--- src/rtl/acc_cpu_mc.sv ---
// rtl/acc_cpu_mc.sv - multi-cycle accumulator CPU with direct/indirect addressing
// One memory port shared by fetch, pointer read and operand access; stalls on mem_ready.
module acc_cpu_mc #(
  parameter int DW = 16,
  parameter int AW = 10
) (
  input  logic          clk,
  input  logic          rst,
  input  logic [DW-1:0] mem_rdata,
  input  logic          mem_ready,
  output logic          mem_req,
  output logic          mem_we,
  output logic [AW-1:0] mem_addr,
  output logic [DW-1:0] mem_wdata,
  output logic          mem_indirect,
  output logic [DW-1:0] acc,
  output logic [AW-1:0] pc,
  output logic          halted
);

  localparam logic [4:0] OP_LDA = 5'h01, OP_STA = 5'h02, OP_ADD = 5'h03, OP_SUB = 5'h04;
  localparam logic [4:0] OP_AND = 5'h05, OP_OR  = 5'h06, OP_XOR = 5'h07, OP_NOT = 5'h08;
  localparam logic [4:0] OP_JMP = 5'h09, OP_JZ  = 5'h0A, OP_JN  = 5'h0B, OP_LDI = 5'h0C;
  localparam logic [4:0] OP_HLT = 5'h1F;

  typedef enum logic [2:0] {
    S_IDLE, S_FETCH, S_DECODE, S_INDIR, S_EXEC, S_HALT
  } state_t;

  state_t        r_state, w_next;
  logic [AW-1:0] r_pc, r_ea;
  logic [DW-1:0] r_acc, r_ir;

  logic          w_mode, w_is_mem, w_is_jmp, w_take;
  logic [4:0]    w_op;
  logic [AW-1:0] w_field;
  logic          w_unused_ir;

  assign w_mode      = r_ir[DW-1];
  assign w_op        = r_ir[DW-2:DW-6];
  assign w_field     = r_ir[AW-1:0];
  assign w_unused_ir = ^r_ir;
  assign w_is_mem    = (w_op >= OP_LDA) && (w_op <= OP_XOR);
  assign w_is_jmp    = (w_op >= OP_JMP) && (w_op <= OP_JN);

  // Jump condition is evaluated on the accumulator at the edge that resolves the jump.
  always_comb begin
    w_take = 1'b0;
    case (w_op)
      OP_JMP:  w_take = 1'b1;
      OP_JZ:   w_take = (r_acc == '0);
      OP_JN:   w_take = r_acc[DW-1];
      default: w_take = 1'b0;
    endcase
  end

  always_ff @(posedge clk or posedge rst) begin
    if (rst) r_state <= S_IDLE;
    else     r_state <= w_next;
  end

  always_comb begin
    w_next       = r_state;
    mem_req      = 1'b0;
    mem_we       = 1'b0;
    mem_indirect = 1'b0;
    mem_addr     = r_pc;
    case (r_state)
      S_IDLE: w_next = S_FETCH;
      S_FETCH: begin
        mem_req = 1'b1;
        if (mem_ready) w_next = S_DECODE;
      end
      S_DECODE: begin
        if (w_op == OP_HLT)                       w_next = S_HALT;
        else if ((w_is_mem || w_is_jmp) && w_mode) w_next = S_INDIR;
        else if (w_is_mem)                        w_next = S_EXEC;
        else                                      w_next = S_FETCH;
      end
      S_INDIR: begin
        mem_req      = 1'b1;
        mem_indirect = 1'b1;
        mem_addr     = w_field;
        if (mem_ready) w_next = w_is_jmp ? S_FETCH : S_EXEC;
      end
      S_EXEC: begin
        mem_req  = 1'b1;
        mem_we   = (w_op == OP_STA);
        mem_addr = r_ea;
        if (mem_ready) w_next = S_FETCH;
      end
      S_HALT:  w_next = S_HALT;
      default: w_next = S_IDLE;
    endcase
  end

  always_ff @(posedge clk or posedge rst) begin
    if (rst) begin
      r_pc  <= '0;
      r_acc <= '0;
      r_ir  <= '0;
      r_ea  <= '0;
    end else begin
      case (r_state)
        S_FETCH: if (mem_ready) begin
          r_ir <= mem_rdata;
          r_pc <= r_pc + AW'(1);
        end
        S_DECODE: begin
          if (w_op == OP_NOT) r_acc <= ~r_acc;
          if (w_op == OP_LDI) r_acc <= DW'(w_field);
          if (w_is_jmp && !w_mode && w_take) r_pc <= w_field;
          if (w_is_mem && !w_mode) r_ea <= w_field;
        end
        S_INDIR: if (mem_ready) begin
          r_ea <= mem_rdata[AW-1:0];
          if (w_is_jmp && w_take) r_pc <= mem_rdata[AW-1:0];
        end
        S_EXEC: if (mem_ready) begin
          case (w_op)
            OP_LDA:  r_acc <= mem_rdata;
            OP_ADD:  r_acc <= r_acc + mem_rdata;
            OP_SUB:  r_acc <= r_acc - mem_rdata;
            OP_AND:  r_acc <= r_acc & mem_rdata;
            OP_OR:   r_acc <= r_acc | mem_rdata;
            OP_XOR:  r_acc <= r_acc ^ mem_rdata;
            default: r_acc <= r_acc;
          endcase
        end
        default: ;
      endcase
    end
  end

  assign mem_wdata = r_acc;
  assign acc       = r_acc;
  assign pc        = r_pc;
  assign halted    = (r_state == S_HALT);

endmodule

--- config.mk ---
export PLATFORM = sky130hd
export DESIGN_NAME = acc_cpu_mc
export DESIGN_NICKNAME = d
export VERILOG_FILES = /design/src/rtl/acc_cpu_mc.sv
export SDC_FILE = /design/constraint.sdc
export NUM_CORES = 1
export LEC_CHECK = 0
export ABC_CLOCK_PERIOD_IN_PS = 3870
export BUFFER_PORTS_ARGS = -buffer_cell sky130_fd_sc_hd__buf_2
export CORE_MARGIN = 3
export CORE_UTILIZATION = 55
export CTS_BUF_LIST = sky130_fd_sc_hd__clkbuf_2 sky130_fd_sc_hd__clkbuf_4 sky130_fd_sc_hd__clkbuf_8
export CTS_CLUSTER_DIAMETER = 60
export DETAILED_ROUTE_END_ITERATION = 8
export MAX_ROUTING_LAYER = met4
export PLACE_DENSITY_LB_ADDON = 0.12
export SLEW_MARGIN = 20
export SYNTH_ARGS = -nofsm -noshare
export SYNTH_HDL_FRONTEND = slang
export SYNTH_SLANG_ARGS = --single-unit
--- constraint.sdc ---
create_clock -name clk -period 3.87 [get_ports clk]
set_input_delay 1.161 -clock clk [delete_from_list [all_inputs] [get_ports clk]]
set_output_delay 1.161 -clock clk [all_outputs]
set_load 0.05 [all_outputs]
* Yosys cells after proc, flatten, opt, wreduce, memory -nomap -nowiden *
Index checks and enable logic that the tools add are counted.

storage, ports and cells
  register bits after elaboration = 55
  bits of input ports = 19
  output and inout bits = 56
  word-level logic and storage cells = 88

cells by class
  $add $sub $neg = 3
  order comparisons = 4
  equality and inequality tests = 26
  multiplexer cells = 26
  bitwise logic cells = 4
  reduce and logical (&&, ||, !) cells = 20

operators by type and width
  operator               number
  $pmux 16 s6            1
  $mux 10                6
  $mux 16                3
  $pmux 10 s2            2
  $pmux 16 s2            1
  $pmux 10 s3            1
  $eq 5x4->1 const B     5
  $mux 3                 7
  $eq 5x3->1 const B     4
  $pmux 3 s6             1
  $add 16x16->16         1
  $and 16x16->16         1
  $logic_not 16->1       1
  $not 16->16            1
  $or 16x16->16          1
  $sub 16x16->16         1
  $xor 16x16->16         1
  $ne 2x2->1 const B     6
  $add 10x1->10 const B  1
  $eq 5x2->1 const B     2
  $logic_and 1x1->1      7
  $ne 7x1->1 const B     1
  $eq 3x2->1 const B     2
  $eq 3x3->1 const B     2
  other kinds (20)       24

* Logic depth before layout (Yosys ltp) *
Gate-level depths: netlist of the first run.

  word-level depth = 7
  gate-level depth with buffers = 15
  depth with buffers taken out = 13

* Worst setup path after synthesis of the first run *
Ideal clock, no wire load.

  kind = in2reg
  start = in mem_rdata[2]
  end = reg r_acc[15], in the netlist acc[15]
  library setup time = 0.126 ns
  arrival = 3.634 ns
  data required time = 3.744 ns
  setup slack = 0.110 ns
  cell stages on the path = 13
  buffers on the path = 1
  path through = clkbuf_1 nor4_4 a41oi_1 nor2_1 nand2_1 xnor2_1 ha_1 a21oi_1 o21ai_0 or3_1 o21ai_1 xnor2_1 o311a_1

on the way
  cells in the longest elaborated chain, start to end = 4
  elaborated cells between the ends (all ways) = 5
  those cells by class = add/sub (2); mux (3)

RTL lines
  element                                           RTL line  text
  start: declaration                                9         input logic [DW-1:0] mem_rdata,
  $sub 16x16->16 or $add 16x16->16 (tied branches)  123, 122
  $pmux 16 s6 *                                     120       case (w_op)
  $mux 16 *                                         119       S_EXEC: if (mem_ready) begin
  $pmux 16 s2 *                                     104       case (r_state)
  end signal: assignment                            121       OP_LDA: r_acc <= mem_rdata;
  end signal: assignment                            123       OP_SUB: r_acc <= r_acc - mem_rdata;
  end signal: assignment                            124       OP_AND: r_acc <= r_acc & mem_rdata;
  end: declaration                                  32        logic [DW-1:0] r_acc, r_ir;

Mark *: on every way between the ends. The rest lies on a longest branch, timed or not. The select of a mux whose other input is x is not followed.
A chain may end at the register's enable or synchronous reset.

* Final worst setup path of the first run *
  start = in mem_rdata[3]
  end = reg r_acc[15], in the netlist acc[15]

The elaborated chain is that of the path after synthesis.

==> results.json, run 1 <==
{
  "finalSetupViolCount": 0,
  "skew_ns": 0.01414,
  "status": "completed",
  "peakVddDrop_mv": 0.6140,
  "whs_ns": 0.4911,
  "ant_nets": 0,
  "tritoncts": "yes",
  "synth_area_leaders": "dfrtp_1, ha_1, o21ai_0",
  "drc_errors": 0,
  "cp_data_required_time_ns": 4.08,
  "io_buffers": 74,
  "dp_slack_ns": -0.04964,
  "dp_hpwl_mm": 12.00,
  "drive_gt1_share_pct": 21.40,
  "worstHoldPathCells": 2,
  "fillers": 858,
  "synth_top_area_cell": "dfrtp_1",
  "min-delay-start": "r_ea[9]",
  "cts_root_buffer": "clkbuf_8",
  "cts-htree-levels": 2,
  "syn_inst": 650,
  "start_util_pct": 57.34,
  "cp_top_family": "compound AO/OA/AOI/OAI gates",
  "cts_buffer_depth": 2,
  "dieHeight_um": 104.8,
  "fin_cells": 844,
  "worstSkewPairLatency_ns": 0.32,
  "diodes": 0,
  "reg2reg_depth": 10,
  "p_clk_share_pct": 6.3,
  "core-area_sq_um": 9371,
  "yosysWarningCount": 0,
  "ys_seq_elements": 55,
  "critical_path.slowest_cell": "nor4_4",
  "cts_resized": 0,
  "path_max_fanout": 4,
  "relSlewSlack_pct": 42.33,
  "nets": 783,
  "hold_path_end": "r_ea[9]",
  "postCtsHoldBufs": 0,
  "reg2reg_slack_ns": 0.46,
  "clk_pin_slew_ns": 0.12,
  "tightest_slew_ns": 0.8593,
  "routedWlPerCell_um": 18.43,
  "power_mw": 5.653,
  "wl_mm": 15.56,
  "min_path_type": "flop to flop",
  "grt_overflow": 0,
  "synth_edf_count": 0,
  "syn_area_sq_um": 5374,
  "final.setup.tns_ns": 0,
  "cp.buffers_inverters": 1,
  "synth_ff_type": "dfrtp_1",
  "pwr-share-seq_pct": 22.6,
  "hold_violations": 0,
  "post-route-period-util_pct": 93.32,
  "critPathCaptureType": "flop",
  "area_delta_synth_final_pct": 11.53,
  "fin_area_sq_um": 5993,
  "layout_setup_ws_ns": 0.2587,
  "comb_power_share_pct": 71.0,
  "num_vias": 5281,
  "grt_pass1_vias": 4986,
  "cp-start-kind": "input pin",
  "drv_slew": 0,
  "die_area_sq_um": 10990,
  "drtIter0Drc": 478,
  "drt_first_pass_iters": 6,
  "path_cells": "buf_2, nor4_4, a41oi_1, nor2_1, nand2_1, xnor2_1, ha_1, a21oi_1, o21ai_0, or3_1, o21ai_1, xnor2_1, o311a_1",
  "antenna_found_initial": 0,
  "cts_buffers": 5,
  "cpMostUsedCell": "xnor2_1",
  "die_w_um": 104.8,
  "placed_cell_area_sq_um": 5896,
  "num_rows": 35,
  "yosysUniqueCellTypes": 74,
  "post-route-util_pct": 63.95,
  "cts.sink_count": 55,
  "max-cap-violations": 0,
  "grt_pass1_wl_mm": 25.47,
  "synth_top_area_share_pct": 25.61,
  "synth_nets": 719,
  "fmax_mhz": 276.9,
  "worstSetupPathType": "input pin to flop",
  "p_int_mw": 2.316,
  "num_io_pins": 75,
  "reg2reg_to": "acc[14]",
  "leakagePower_nw": 2.713,
  "cts_setup_buffers": 0,
  "cp.arrival_ns": 3.82,
  "place_inst": 836,
  "p_per_area_nw_per_um2": 943.2,
  "cp_slowest_stage_delay_ns": 0.33,
  "async_flop_share_pct": 100.0,
  "r2r-start": "r_ir[11]",
  "syn-mean-instance-area_sq_um": 8.268,
  "switching_share_pct": 59.03,
  "p_sw_mw": 3.337,
  "yosysSeqAreaShare_pct": 25.61,
  "groute.usage.overall_pct": 28.89,
  "via_per_inst": 6.257,
  "gp_congestion": 0.9781,
  "grt_start_max_net_pins": 32,
  "rsz0062_at_grt": "false",
  "min_period_ns": 3.611
}
[worst register-to-register path: stages, from the launching register on]
cell and delay (ns):
dfrtp_1 0.54, nor3b_1 0.42, nand2_1 0.30, mux2i_1 0.25, fa_1 0.45, a21o_1 0.22
a311o_1 0.40, a31oi_1 0.25, o21ai_0 0.17, xnor2_1 0.19, o211ai_1 0.10
[worst max-delay path by stage]
| stage | start | endpoint | slack (ns) | cells after the start |
|---|---|---|---|---|
| floorplan | mem_rdata[2] | acc[15] | 0.11 | 13 |
| global placement | mem_rdata[2] | acc[15] | 0.08 | 13 |
| detailed placement | mem_rdata[2] | acc[15] | -0.05 | 13 |
| CTS | mem_rdata[2] | acc[15] | 0.28 | 13 |
| global route | mem_rdata[2] | acc[15] | 0.1 | 13 |
| finish | mem_rdata[3] | acc[15] | 0.26 | 13 |
[sequential cells by signal (all words and copies together) (netlist names)]
register / flops
r_state: 3
acc: 16
r_ea: 10
pc: 10
r_ir: 16
[metal layers]
metal / GRT usage (%) / part of all wire (%)
met5: - / 0
met3: 2.471 / 7.2
met1: 40.93 / 45
met2: 44.87 / 45
met4: 7.310 / 2.1
[synthesized netlist by cell type, drive strengths merged (6+ instances only)]
| master | n |
|---|---|
| a211oi | 8 |
| a21o | 9 |
| a21oi | 37 |
| a22oi | 19 |
| a31oi | 16 |
| and3 | 9 |
| buf | 30 |
| clkbuf | 23 |
| dfrtp | 55 |
| ha | 49 |
| inv | 40 |
| mux2 | 14 |
| mux2i | 15 |
| nand2 | 64 |
| nand2b | 8 |
| nand3 | 7 |
| nand4 | 8 |
| nor2 | 39 |
| nor2b | 6 |
| nor3 | 16 |
| nor4 | 7 |
| o2111ai | 7 |
| o211ai | 20 |
| o21a | 6 |
| o21ai | 51 |
| o221ai | 7 |
| o22a | 7 |
| xnor2 | 24 |
[cell usage in the layout, fill, tap and decap left out, drive strengths merged, types with 3 or more instances in the layout]
cell type / Yosys / final
and2: 3 / 3
nor4: 7 / 7
nand3: 7 / 7
mux2: 14 / 14
nor2: 39 / 39
nand2: 64 / 64
a21oi: 37 / 37
o221a: 3 / 3
a211oi: 8 / 8
o21a: 6 / 6
nand2b: 8 / 8
o221ai: 7 / 7
nand4: 8 / 8
mux2i: 15 / 15
nor2b: 6 / 6
and3: 9 / 9
o2111ai: 7 / 7
a21o: 9 / 9
o21ai: 51 / 51
clkbuf: 23 / 5
or2: 3 / 3
o211ai: 20 / 20
xnor2: 24 / 24
xor2: 3 / 3
inv: 40 / 41
a31oi: 16 / 16
a31o: 3 / 3
nor3: 16 / 16
ha: 49 / 49
nor3b: 3 / 3
o22a: 7 / 7
buf: 30 / 110
dfrtp: 55 / 55
a22oi: 19 / 19
[cell type report]
| cell class | instances | area (sq um) | share of cell area, % |
|---|---|---|---|
| repair buffers | 110 | 640.6 | 10.69 |
| well taps | 129 | 161.4 | 2.693 |
| clock inverters | 3 | 28.78 | 0.4802 |
| flip-flops and latches | 55 | 1376 | 22.96 |
| clock buffers | 5 | 68.82 | 1.148 |
| inverters | 40 | 150.1 | 2.505 |
| multi-input cells | 502 | 3567 | 59.52 |
[power groups by stage]
stage	sequential, mW	clock, mW	combinational, mW
final	1.28	0.358	4.02
after global routing	1.34	0.383	4.33
after CTS	1.27	0.357	3.99
after detailed placement	1.28	0	3.98
after global placement	1.26	0	3.91
after floorplan	1.56	0	2.79
[logic make-up after synthesis]
group                      Yosys count  share of synthesized area [%]
AOI/OAI and AO/OA                  218                          27.80
xor gates and xnor gates            27                          4.401
adders and majority gates           50                          11.78
buffers and inverters               93                          8.056
DFF                                 55                          25.61
muxes                               29                          5.797
and+or+nand+nor                    178                          16.55
Power figures use the tool's default switching activity.
==> inputs of run 2 (changes only) <==
Settings changed: ABC_CLOCK_PERIOD_IN_PS 3870 to 3900.
Clock period 3.87 ns to 3.9 ns, I/O delays scaled along.
==> results.json, run 2 (synthesis results as in run 1) <==
{
  "status": "completed",
  "critPathCaptureType": "flop",
  "post-route-period-util_pct": 91.89,
  "cp-start-kind": "input pin",
  "cp.buffers_inverters": 1,
  "antenna_found_initial": 0,
  "grt_pass1_vias": 5025,
  "worstSkewPairLatency_ns": 0.32,
  "gp_congestion": 0.9985,
  "num_rows": 35,
  "start_util_pct": 57.34,
  "cts_resized": 0,
  "peakVddDrop_mv": 0.5557,
  "grt_pass1_wl_mm": 25.81,
  "worstSetupPathType": "input pin to flop",
  "worstSetupStartpoint": "mem_rdata[3]",
  "tritoncts": "yes",
  "rsz0062_at_grt": "false",
  "final_common_cell": "buf_2",
  "dp_hpwl_mm": 11.99,
  "drt_first_pass_iters": 5,
  "max-cap-violations": 0,
  "leakagePower_nw": 2.708,
  "p_per_area_nw_per_um2": 943.8,
  "wl_mm": 15.78,
  "critical_path.slowest_cell": "o311a_1",
  "path_cells": "buf_2, nor4_4, a41oi_1, nor2_1, nand2_1, xnor2_1, ha_1, a21oi_1, o21ai_0, or3_1, o21ai_1, xnor2_1, o311a_1",
  "clk_pin_slew_ns": 0.11,
  "path_max_fanout": 3,
  "dieHeight_um": 104.8,
  "num_vias": 5258,
  "cpMostUsedCell": "xnor2_1",
  "via_per_inst": 6.245,
  "cts_buffer_depth": 2,
  "num_io_pins": 75,
  "postCtsHoldBufs": 0,
  "r2r-start": "r_ir[14]",
  "hold_violations": 0,
  "skew_ns": 0.007340,
  "final.setup.tns_ns": 0,
  "min_path_type": "flop to flop",
  "area_delta_synth_final_pct": 11.57,
  "tightest_slew_ns": 0.9095,
  "nets": 781,
  "relSlewSlack_pct": 38.96,
  "core-area_sq_um": 9371,
  "fin_area_sq_um": 5996,
  "placed_cell_area_sq_um": 5881,
  "drive_gt1_share_pct": 21.18,
  "cts.sink_count": 55,
  "min-delay-start": "r_ea[3]",
  "cp_data_required_time_ns": 4.11,
  "cts_setup_buffers": 0,
  "cp_slowest_stage_delay_ns": 0.33,
  "post-route-util_pct": 63.98,
  "diodes": 0,
  "cts-htree-levels": 2,
  "groute.usage.overall_pct": 29.46,
  "routedWlPerCell_um": 18.74,
  "die_area_sq_um": 10990,
  "io_buffers": 74,
  "min_period_ns": 3.584,
  "cp.arrival_ns": 3.79,
  "fin_cells": 842,
  "die_w_um": 104.8,
  "layout_common_cells": "buf_2, nand2_1, dfrtp_1",
  "cp_top_family": "compound AO/OA/AOI/OAI gates",
  "grt_start_max_net_pins": 29,
  "ant_nets": 0,
  "fmax_mhz": 279.1,
  "place_inst": 834,
  "drc_errors": 0,
  "drtIter0Drc": 596,
  "grt_overflow": 0,
  "cts_root_buffer": "clkbuf_8",
  "cts_buffers": 5,
  "finalSetupViolCount": 0,
  "drv_slew": 0
}
## run 2: tightest hold or removal path: stages (launching register included)
cell and delay, ns:
dfrtp_1 0.36, nand2_1 0.05, o21ai_0 0.06
## run 2: cell type report
type                       instances  area [sq um]
clock inverter                     3         46.29
inverter                          40         150.1
tap                              129         161.4
fill                             867          3376
timing repair buffer             108         625.6
multi-input combinational        502          3567
clock buffer                       5         68.82
sequential                        55          1376
## run 2: worst paths after layout
path | depth (start not counted) | end | slack (ns)
setup / recovery | 13 | acc[15] | 0.32
max in group asynchronous | 3 | r_ir[1] | 2.46
setup reg to reg | 14 | acc[15] | 0.50
hold / removal | 2 | r_ea[3] | 0.49
min in group asynchronous | 2 | pc[8] | 0.78
hold reg to reg | 2 | r_ea[3] | 0.49
## run 2: routing by layer
| layer | vias to the layer above | wire [um] | GRT usage [%] |
|---|---|---|---|
| met3 | 29 | 1184 | 3.644 |
| met1 | 2512 | 7216 | 41.47 |
| li1 | 2499 | - | - |
| met2 | 218 | 7080 | 44.78 |
| met5 | - | 0 | - |
| met4 | 0 | 299 | 8.435 |
## run 2: power breakdown
group / leakage [nW] / internal [mW] / switching [mW]
registers: 0.660 / 0.834 / 0.444
clock network: 0.0548 / 0.194 / 0.210
logic: 1.99 / 1.32 / 2.66
total: 2.71 / 2.35 / 3.31
## run 2: metrics by stage
| step | total power [mW] | setup slack [ns] | hold slack (ns) |
|---|---|---|---|
| after floorplan | 4.311 | 0.1307 | 0.4502 |
| after global placement | 5.116 | 0.09761 | 0.4618 |
| after detailed placement | 5.207 | 0.01556 | 0.4707 |
| after CTS | 5.622 | 0.3503 | 0.4969 |
| after global routing | 6.053 | 0.1211 | 0.5410 |
| final | 5.659 | 0.3164 | 0.4927 |
==> inputs of run 3 (changes only) <==
Settings changed: REMOVE_ABC_BUFFERS set to 1.
==> results.json, run 3 (synthesis results as in run 1) <==
{
  "drtIter0Drc": 446,
  "tightest_slew_ns": 0.8830,
  "drive_gt1_share_pct": 21.18,
  "gp_congestion": 0.9649,
  "p_per_area_nw_per_um2": 939.3,
  "cts_setup_buffers": 0,
  "cp_slowest_stage_delay_ns": 0.39,
  "cp-start-kind": "input pin",
  "die_w_um": 104.8,
  "place_inst": 834,
  "status": "completed",
  "critPathCaptureType": "flop",
  "post-route-period-util_pct": 92.97,
  "fin_cells": 842,
  "drt_first_pass_iters": 5,
  "cts_resized": 0,
  "layout_common_cells": "buf_2, nand2_1, dfrtp_1",
  "cts_buffers": 5,
  "finalSetupViolCount": 0,
  "reg2reg_slack_ns": 0.50,
  "clk_pin_slew_ns": 0.11,
  "die_area_sq_um": 10990,
  "antenna_found_initial": 0,
  "dp_hpwl_mm": 11.70,
  "cts_root_buffer": "clkbuf_8",
  "groute.usage.overall_pct": 28.78,
  "post-route-util_pct": 63.98,
  "postCtsHoldBufs": 0,
  "routedWlPerCell_um": 18.11,
  "peakVddDrop_mv": 0.7162,
  "drc_errors": 0,
  "worstSkewPairLatency_ns": 0.32,
  "via_per_inst": 6.172,
  "relSlewSlack_pct": 40.74,
  "hold_violations": 0,
  "critical_path.slowest_cell": "nor4_4",
  "cts.sink_count": 55,
  "num_io_pins": 75,
  "drv_slew": 0,
  "dieHeight_um": 104.8,
  "cp_data_required_time_ns": 4.11,
  "diodes": 0,
  "grt_overflow": 0,
  "fmax_mhz": 275.8,
  "tritoncts": "yes",
  "worstSetupPathType": "input pin to flop",
  "grt_pass1_wl_mm": 25.48,
  "power_mw": 5.632,
  "cp_top_family": "simple AND/OR/NAND/NOR gates",
  "max-cap-violations": 0,
  "grt_pass1_vias": 5108,
  "area_delta_synth_final_pct": 11.57,
  "leakagePower_nw": 2.706,
  "cpMostUsedCell": "xnor2_1",
  "cp.buffers_inverters": 1,
  "min_period_ns": 3.626,
  "path_cells": "buf_2, nor4_4, a41oi_1, nor2_1, nand2_1, xnor2_1, ha_1, a21oi_1, o21ai_0, or3_1, o21ai_1, xnor2_1, o311a_1",
  "wl_mm": 15.25,
  "whs_ns": 0.4935,
  "num_rows": 35,
  "core-area_sq_um": 9371,
  "path_max_fanout": 5,
  "num_vias": 5197,
  "start_util_pct": 57.34,
  "ant_nets": 0,
  "final.setup.tns_ns": 0,
  "io_buffers": 74,
  "cp.arrival_ns": 3.83,
  "nets": 781,
  "min_path_type": "flop to flop",
  "rsz0062_at_grt": "false",
  "cts_buffer_depth": 2,
  "skew_ns": 0.01146,
  "cts-htree-levels": 2,
  "grt_start_max_net_pins": 33,
  "fillers": 847,
  "final_common_cell": "buf_2"
}
==> run 3: path summary, 6_finish.rpt <==
check | depth (start not counted) | endpoint | startpoint
worst max register to register | 14 | acc[15] | r_ir[14]
worst max-delay path | 13 | acc[15] | mem_rdata[2]
worst min register to register | 2 | r_ea[9] | r_ea[9]
max in group asynchronous | 3 | acc[5] | rst
min in group asynchronous | 2 | r_ea[2] | rst
worst min-delay path | 2 | r_ea[9] | r_ea[9]
==> run 3: worst register-to-register path, stage by stage, from the launching register on <==
cell	delay, ns
dfrtp_1	0.51
or2_1	0.31
nor3_2	0.25
buf_4	0.21
a41oi_1	0.07
nor2_1	0.21
nand2_1	0.09
xnor2_1	0.14
ha_1	0.31
a21oi_1	0.15
o21ai_0	0.13
or3_1	0.32
o21ai_1	0.17
xnor2_1	0.09
o311a_1	0.33
==> run 3: stage by stage <==
step	worst slack [ns]	cell area [sq um]
after CTS	0.2905	5996
after detailed placement	-0.03645	5881
after global routing	0.04382	5996
after global placement	0.06329	5881
after floorplan	-0.7133	5091
final	0.2741	5996
==> run 3: final cells by class <==
class / instances / area [sq um] / area share (%)
Tap cell: 129 / 161.4 / 2.692
Multi-Input combinational cell: 502 / 3567 / 59.49
Clock inverter: 3 / 46.29 / 0.7721
Sequential cell: 55 / 1376 / 22.95
Clock buffer: 5 / 68.82 / 1.148
Timing Repair Buffer: 108 / 625.6 / 10.43
Inverter: 40 / 150.1 / 2.504
==> run 3: metal layers <==
metal | track usage (%) | share of wire [%] | vias to the layer above
met5 | - | 0 | -
met4 | 10.03 | 2.2 | 0
met3 | 3.768 | 6.8 | 31
met2 | 45.00 | 46 | 205
met1 | 38.54 | 45 | 2462
li1 | - | - | 2499
==> run 3: report_power, final <==
part	internal [mW]	switching, mW
logic	1.33	2.61
registers	0.834	0.451
clock network	0.194	0.212
total	2.36	3.27
